<file path="config.mk">
export PLATFORM = sky130hd
export DESIGN_NAME = uart_tx_flat
export DESIGN_NICKNAME = d
export VERILOG_FILES = /design/src/rtl/uart_tx_if.sv /design/src/rtl/uart_tx.sv /design/src/flat_wrapper.sv
export SDC_FILE = /design/constraint.sdc
export NUM_CORES = 1
export LEC_CHECK = 0
export ABC_AREA = 1
export BUFFER_PORTS_ARGS = -buffer_cell sky130_fd_sc_hd__buf_2
export CAP_MARGIN = 40
export CELL_PAD_IN_SITES_DETAIL_PLACEMENT = 0
export CELL_PAD_IN_SITES_GLOBAL_PLACEMENT = 1
export CORE_AREA = 2 2 65 67
export DETAILED_ROUTE_END_ITERATION = 10
export DIE_AREA = 0 0 67 69
export PLACE_DENSITY_LB_ADDON = 0.1
export SETUP_SLACK_MARGIN = 0.4
export SLEW_MARGIN = 20
export SYNTH_ARGS = -nofsm -noshare
export SYNTH_HDL_FRONTEND = slang
export SYNTH_SLANG_ARGS = --single-unit
</file>
<file path="constraint.sdc">
create_clock -name CLK -period 1.7 [get_ports CLK]
set_input_delay 0.34 -clock CLK [delete_from_list [all_inputs] [get_ports CLK]]
set_output_delay 0.34 -clock CLK [all_outputs]
set_load 0.005 [all_outputs]
</file>
<file path="src/rtl/uart_tx_if.sv">
// Byte handshake between the system-side synchronizer/FIFO (master) and uart_tx (slave).
interface uart_tx_if;
  logic [7:0] P_DATA;
  logic       Data_Valid;
  logic       PAR_EN;
  logic       PAR_TYP;
  logic       busy;

  modport master (output P_DATA, output Data_Valid, output PAR_EN, output PAR_TYP, input busy);
  modport slave  (input P_DATA, input Data_Valid, input PAR_EN, input PAR_TYP, output busy);
endinterface

</file>
<file path="src/rtl/uart_tx.sv">
// UART transmitter: start, 8 data bits LSB-first, optional parity, stop; one bit per CLK.
// Define UART_TX_HOLD_BUF_EN to add a one-entry holding register for gapless back-to-back frames.
module uart_tx (
  input  logic      CLK,
  input  logic      RST,
  uart_tx_if.slave  tx_if,
  output logic      TX_OUT
);

  typedef enum logic [2:0] {IDLE, START, DATA, PARITY, STOP} state_t;

  state_t     state, state_nx;
  logic [2:0] bit_cnt, bit_cnt_nx;
  logic [7:0] data_q, data_nx;
  logic       par_en_q, par_en_nx;
  logic       par_typ_q, par_typ_nx;
  logic       tx_q, tx_nx;
  logic       busy_q, busy_nx;
  logic       accept;

`ifdef UART_TX_HOLD_BUF_EN
  logic [7:0] hold_data, hold_data_nx;
  logic       hold_par_en, hold_par_en_nx;
  logic       hold_par_typ, hold_par_typ_nx;
  logic       hold_full, hold_full_nx;
  logic       drain, direct;
`endif

  assign accept      = tx_if.Data_Valid && !busy_q;
  assign tx_if.busy  = busy_q;
  assign TX_OUT      = tx_q;

  always_comb begin
    state_nx   = state;
    bit_cnt_nx = bit_cnt;
    data_nx    = data_q;
    par_en_nx  = par_en_q;
    par_typ_nx = par_typ_q;
`ifdef UART_TX_HOLD_BUF_EN
    hold_data_nx    = hold_data;
    hold_par_en_nx  = hold_par_en;
    hold_par_typ_nx = hold_par_typ;
    hold_full_nx    = hold_full;
    drain           = 1'b0;
    direct          = 1'b0;
`endif

    case (state)
      IDLE, STOP: begin
        state_nx = IDLE;
`ifdef UART_TX_HOLD_BUF_EN
        // A pending hold entry wins; otherwise a fresh accept starts directly.
        if (hold_full) begin
          drain    = 1'b1;
          state_nx = START;
        end else if (accept) begin
          direct   = 1'b1;
          state_nx = START;
        end
`else
        if (state == IDLE && accept) begin
          state_nx   = START;
          data_nx    = tx_if.P_DATA;
          par_en_nx  = tx_if.PAR_EN;
          par_typ_nx = tx_if.PAR_TYP;
        end
`endif
      end
      START: begin
        state_nx   = DATA;
        bit_cnt_nx = '0;
      end
      DATA: begin
        if (bit_cnt == 3'd7) begin
          state_nx   = par_en_q ? PARITY : STOP;
          bit_cnt_nx = '0;
        end else begin
          bit_cnt_nx = bit_cnt + 3'd1;
        end
      end
      PARITY:  state_nx = STOP;
      default: state_nx = IDLE;
    endcase

`ifdef UART_TX_HOLD_BUF_EN
    if (drain) begin
      data_nx      = hold_data;
      par_en_nx    = hold_par_en;
      par_typ_nx   = hold_par_typ;
      hold_full_nx = 1'b0;
    end else if (direct) begin
      data_nx    = tx_if.P_DATA;
      par_en_nx  = tx_if.PAR_EN;
      par_typ_nx = tx_if.PAR_TYP;
    end
    // Refill after a drain is allowed, so this comes after the clear above.
    if (accept && !direct) begin
      hold_data_nx    = tx_if.P_DATA;
      hold_par_en_nx  = tx_if.PAR_EN;
      hold_par_typ_nx = tx_if.PAR_TYP;
      hold_full_nx    = 1'b1;
    end
    busy_nx = hold_full_nx;
`else
    busy_nx = (state_nx != IDLE);
`endif

    // Line level is registered from the next state so TX_OUT and busy switch together.
    case (state_nx)
      START:   tx_nx = 1'b0;
      DATA:    tx_nx = data_nx[bit_cnt_nx];
      PARITY:  tx_nx = par_typ_nx ? ~^data_nx : ^data_nx;
      default: tx_nx = 1'b1;
    endcase
  end

  always_ff @(posedge CLK or negedge RST) begin
    if (!RST) begin
      state     <= IDLE;
      bit_cnt   <= '0;
      data_q    <= '0;
      par_en_q  <= 1'b0;
      par_typ_q <= 1'b0;
      tx_q      <= 1'b1;
      busy_q    <= 1'b0;
    end else begin
      state     <= state_nx;
      bit_cnt   <= bit_cnt_nx;
      data_q    <= data_nx;
      par_en_q  <= par_en_nx;
      par_typ_q <= par_typ_nx;
      tx_q      <= tx_nx;
      busy_q    <= busy_nx;
    end
  end

`ifdef UART_TX_HOLD_BUF_EN
  always_ff @(posedge CLK or negedge RST) begin
    if (!RST) begin
      hold_data    <= '0;
      hold_par_en  <= 1'b0;
      hold_par_typ <= 1'b0;
      hold_full    <= 1'b0;
    end else begin
      hold_data    <= hold_data_nx;
      hold_par_en  <= hold_par_en_nx;
      hold_par_typ <= hold_par_typ_nx;
      hold_full    <= hold_full_nx;
    end
  end
`endif

endmodule
</file>
<file path="src/flat_wrapper.sv">
// flat-port wrapper written by rule: the top's interface ports become plain ports
module uart_tx_flat 
  (CLK, RST, TX_OUT, tx_if_P_DATA, tx_if_Data_Valid, tx_if_PAR_EN, tx_if_PAR_TYP, tx_if_busy);
  uart_tx_if tx_if_i ();
  input  logic CLK;
  input  logic RST;
  output logic TX_OUT;
  input wire logic [$bits(tx_if_i.P_DATA)-1:0] tx_if_P_DATA;
  input wire logic [$bits(tx_if_i.Data_Valid)-1:0] tx_if_Data_Valid;
  input wire logic [$bits(tx_if_i.PAR_EN)-1:0] tx_if_PAR_EN;
  input wire logic [$bits(tx_if_i.PAR_TYP)-1:0] tx_if_PAR_TYP;
  output wire logic [$bits(tx_if_i.busy)-1:0] tx_if_busy;
  assign tx_if_i.P_DATA = tx_if_P_DATA;
  assign tx_if_i.Data_Valid = tx_if_Data_Valid;
  assign tx_if_i.PAR_EN = tx_if_PAR_EN;
  assign tx_if_i.PAR_TYP = tx_if_PAR_TYP;
  assign tx_if_busy = tx_if_i.busy;
  uart_tx u_core (.CLK(CLK), .RST(RST), .tx_if(tx_if_i), .TX_OUT(TX_OUT));
endmodule
</file>
=== After elaboration in Yosys (flattened, before gate mapping) ===
Cells that the tools add are included.

* Input bits: 13
* Register bits after elaboration: 18
* Word-level logic and storage cells: 40

* Add/subtract/negate cells: 1
* Reduce and logical (&&, ||, !) cells: 9
* Multiplexer cells: 14
* $lt $le $gt $ge: 1
* Eq/ne operators: 8

{| class="wikitable"
|+ Operator list
! operator !! count
|-
| $mux W8 || 2
|-
| $eq A3 B2 Y1 const B || 4
|-
| $pmux W3 S4 || 1
|-
| $mux W3 || 3
|-
| $reduce_xnor A8 Y1 || 1
|-
| $reduce_xor A8 Y1 || 1
|-
| $eq A3 B1 Y1 const B || 2
|-
| $eq A3 B3 Y1 const B || 2
|-
| $pmux W3 S2 || 1
|-
| $mux W1 || 5
|-
| $lt A3 B4 Y1 const B || 1
|-
| $add A3 B1 Y3 const B || 1
|-
| $bmux W1 S3 || 1
|-
| $logic_not A3 Y1 || 1
|-
| $pmux W1 S3 || 1
|-
| $reduce_bool A3 Y1 || 1
|-
| $logic_and A1 B1 Y1 || 2
|-
| $reduce_and A2 Y1 || 1
|-
| $reduce_or A2 Y1 || 1
|-
| $logic_not A1 Y1 || 1
|}

=== Longest topological paths before layout ===
* Depth after elaboration: 8
* Mapped depth: 16
* Depth with buffers taken out: 15

=== Worst setup path after synthesis ===
No wires, ideal clock.

* Path type: register -> register
* Start: register u_core.bit_cnt[0]
* End: register u_core.tx_q (netlist: u_core.TX_OUT)
* Cell stages (with the launch flop): 13
* Buffers on the path: 0
* Period minus slack after synthesis: 1532 ps
* Setup time: 75 ps
* Arrival: 1457 ps
* Setup slack: 168 ps
* Required time: 1625 ps
* Cells stage by stage: dfrtp_1 > ha_1 > ha_1 > inv_1 > nand2_1 > nand2_1 > nand2_1 > a21oi_1 > o21ai_0 > nand3_1 > nand3_1 > nand2_1 > nand2_1

* Word-level cells in the longest chain between the ends: 6
* Elaborated cells between the ends (all ways): 12
* Those cells by class: 1 x add/sub; 4 x eq/ne; 7 x mux

{| class="wikitable"
|+ Ends and longest elaborated chain
! item !! RTL line !! RTL
|-
| from (decl) || uart_tx.sv:13 || <nowiki>logic [2:0] bit_cnt, bit_cnt_nx;</nowiki>
|-
| from (signal assigned) || uart_tx.sv:128 || <nowiki>bit_cnt <= bit_cnt_nx;</nowiki>
|-
| $add A3 B1 Y3 or $eq A3 B3 Y1 (tied branches) || uart_tx.sv:78, uart_tx.sv:74 ||
|-
| $mux W3 || uart_tx.sv:74 || <nowiki>if (bit_cnt == 3'd7) begin</nowiki>
|-
| $pmux W3 S2 || uart_tx.sv:48 || <nowiki>case (state)</nowiki>
|-
| $bmux W1 S3 || uart_tx.sv:111 || <nowiki>DATA: tx_nx = data_nx[bit_cnt_nx];</nowiki>
|-
| $mux W1 (not written as such) || uart_tx.sv:111 ||
|-
| $pmux W1 S3 * || uart_tx.sv:109 || <nowiki>case (state_nx)</nowiki>
|-
| named net u_core.tx_nx || uart_tx.sv:17 || <nowiki>logic tx_q, tx_nx;</nowiki>
|-
| to (signal assigned) || uart_tx.sv:132 || <nowiki>tx_q <= tx_nx;</nowiki>
|-
| to (decl) || uart_tx.sv:17 ||
|}

The timed path passes the listed nets; every way through them passes the cells marked *. The select of a mux whose other input is x is not followed.
A chain may end at the register's enable or synchronous reset.

=== Final worst setup path ===
* Start: register u_core.state[2]
* End: register u_core.tx_q (netlist: u_core.TX_OUT)

* Word-level cells in the longest chain between the ends: 7
* Elaborated cells between the ends (all ways): 24
* Those cells by class: 7 x eq/ne; 12 x mux; 5 x reduce/logical

{| class="wikitable"
|+ Ends and longest elaborated chain
! item !! RTL line !! RTL
|-
| from (decl) || uart_tx.sv:12 || <nowiki>state_t state, state_nx;</nowiki>
|-
| from (signal assigned) || uart_tx.sv:127 || <nowiki>state <= state_nx;</nowiki>
|-
| $logic_not A3 Y1 || uart_tx.sv:48, uart_tx.sv:61 ||
|-
| $logic_and A1 B1 Y1 || uart_tx.sv:61 || <nowiki>if (state == IDLE && accept) begin</nowiki>
|-
| $mux W8 || uart_tx.sv:61 ||
|-
| $mux W8 * || uart_tx.sv:48 ||
|-
| named net u_core.data_nx[5] || uart_tx.sv:14 || <nowiki>logic [7:0] data_q, data_nx;</nowiki>
|-
| $bmux W1 S3 (tied with other cells) || uart_tx.sv:111 ||
|-
| $mux W1, on equally long branches || uart_tx.sv:111, uart_tx.sv:112 ||
|-
| $pmux W1 S3 * || uart_tx.sv:109 ||
|-
| named net u_core.tx_nx || uart_tx.sv:17 ||
|}

Marks and branches as above.

==> flow_summary.toml <==
[status]
outcome = "completed"

[synthesis]
async_flop_share_pct = 100
yosys-top-cells-area = "dfrtp_1, nand2_1, inv_1, nand4_1, nand3_1"
avgSynthCellArea_um2 = 7.06
synth_edf_count = 0
synth_area_mm2 = 0.00114
synth_top_area_cell = "dfrtp_1"
yosysWarnings = 0
synth_cells = 161
synth_nets = 177
yosysSeqAreaShare_pct = 39.8
synth.top_cell.area_share_pct = 37.4
synth_seq_cells = 18
synth_cell_types = 27
ys.flop_type = "dfrtp_1"

[die]
die_h_um = 69
die_w_um = 67
ios = 15
start_util_pct = 29.0
rows = 23
die_area_mm2 = 0.00462
coreArea_mm2 = 0.00391

[routing]
vias_per_cell = 4.41
vias = 1112
drtIter0Drc = 26
dr.pass1.iters = 2
drc = 0
post_drt_wl_per_cell_um = 12.1
postRouteAntennaNets = 0
wirelength_um = 3050

[clock_tree]
cts.hold.buffers_added = 0
clk_latency_ps = 260
cts.sinks = 18
h-tree-depth = 1
cts_tree = "yes"
cts-root-buf = "clkbuf_8"
cts_buffer_depth = 2
cts.clk_slew.worst_paths_ps = 70
cts_buffers = 3

[global_route]
grt_pass1_wl_um = 4600
grt_use_total_pct = 13.1
grt.overflow.total = 0
grt_pass1_vias = 1046
use_met1_pct = 17.3
antenna_found_initial = 0
grt_max_degree = 21
top_usage_layer = "met2"
met2_usage_pct = 21.2
grt_use_met3_pct = 3.59

[sta]
finalCritPeriodShare_pct = 99.7
finalMaxSlewViolations = 0
finalClockSkew_ps = 5.26
holdWs_ps = 16.1
worst_pin_slew_ps = 436
max_freq_mhz = 590
rsz0062_at_grt = "yes"
slew_headroom_pct = 70.9
fin_crit_ps = 1690
setup_slack_ps = 5.21
setup_viol_count_final = 0
finalHoldViolations = 0

[place]
dpl-instance-area_mm2 = 0.00135
dp.cells = 232
dp_hpwl_um = 1980
numPortBuffers = 14
place_congestion = 0.676
dpl_worst_slack_ps = -54.1

[cells_and_area]
fin_cells = 252
antenna_cells = 0
postLayoutCellArea_mm2 = 0.00176
area_growth_pct = 55.1
layout_commonest_cell = "nand2_1"
fill_cells = 410
fin_nets = 219
layout_common_cells = "nand2_1, nand2_2, inv_1"
final_layout_size_suffix_gt1_share_pct = 51.0

[power_and_ir_drop]
p_per_area_mw_per_mm2 = 2140
power_mw = 3.77
peakVddDrop_v = 0.000800
p_leak_nw = 0.916

[critical_path]
crit_type = "reg -> reg"
cp-end-kind = "flip-flop"
worstPathRequired_ps = 1900
worstPathArrival_ps = 1890
cpMostUsedCell = "nand2_1"
cp-start-kind = "flip-flop"
crit_chain = "nor2_2, nand3_4, clkbuf_16, o21ai_4, inv_2, nand2_2, nand3_1, nand2_1, nand3_1, nand2_1, nand2_1, nand2_1"
max_stage_delay_ps = 410
cp_slowest_cell = "dfrtp_1"
cp_max_fo = 5

[job]
max-cap-violations = 0

[min_path]
hold_path.class = "in -> async"
[Yosys cell counts (2+ instances only)]
master and number:
o21ai_0 4, nand4_1 8, o211ai_1 2, nand2_2 6
nand2_1 59, dfrtp_1 17, nand3_1 8, nor2_1 4
o21ai_1 3, a21oi_1 2, o21ai_2 2, ha_1 3
inv_2 3, inv_1 27
[stage by stage]
stage,TNS (ps),utilization [%]
3_5_place_dp,-54.1,34.4
6_report,0,45.0
5_1_grt,-114,45.0
4_1_cts,0,37.7
3_3_place_gp,-15.5,34.4
2_1_floorplan,0,-
[worst max-delay path, delay by kind of cell, from the launching register on]
| kind | cells | cell delay (ps) |
|---|---|---|
| AOI/OAI and AO/OA | 1 | 170 |
| and+or+nand+nor | 9 | 810 |
| DFF | 1 | 410 |
| buffers and inverters | 2 | 260 |
[flip-flops by register name (all words and copies together) (netlist names)]
signal and cells:
u_core.data_q 8, u_core.bit_cnt 3, u_core.state 3, u_core.TX_OUT 1, u_core.par_en_q 1, u_core.par_typ_q 1
u_core.tx_if.busy 1
[cell type report]
cell class,count,area (µm²),area share (%)
clock buffers,4,55.1,3.12
well taps,50,62.6,3.55
repair buffers,39,320,18.2
multi-input cells,109,739,42.0
flip-flops and latches,18,452,25.6
inverters,32,133,7.53
[per-layer routing]
metal	vias to the layer above	share of wire, %
met5	-	0
li1	585	-
met1	515	47
met2	12	50
met4	0	0
met3	0	2.9
[report_power, final]
part | total [mW] | switching, mW | internal, mW
registers | 0.772 | 0.133 | 0.639
logic | 2.64 | 1.45 | 1.19
clock network | 0.358 | 0.152 | 0.206
[path summary, 6_finish.rpt]
| kind | start | to | slack, ps | depth (start not counted) |
|---|---|---|---|---|
| worst max-delay path | u_core.state[2] | u_core.TX_OUT | 5 | 12 |
| worst min-delay path | RST | u_core.data_q[6] | 20 | 1 |
| worst max register to register | u_core.state[2] | u_core.TX_OUT | 5 | 12 |
| worst min register to register | u_core.data_q[3] | u_core.data_q[3] | 520 | 2 |
| max in group asynchronous | RST | u_core.TX_OUT | 1350 | 1 |
| min in group CLK | tx_if_PAR_EN | u_core.par_en_q | 300 | 3 |
[cells by family after synthesis]
logic type               count (synthesis)  synth area share [%]
buffers and inverters                   34                  12.7
adder cells (fa/ha/maj)                  3                  3.30
AO/OA/AOI/OAI                           16                  8.70
AND/OR/NAND/NOR                         90                  35.6
flip-flops                              18                  39.8
[repair_timing]
action | in CTS | in global routing
gates cloned | 0 | 3
setup endpoints to repair | 6 | 9
pin swaps | 6 | 16
resized for setup | 12 | 47
setup buffers | 4 | 9
Power figures use the tool's default switching activity.
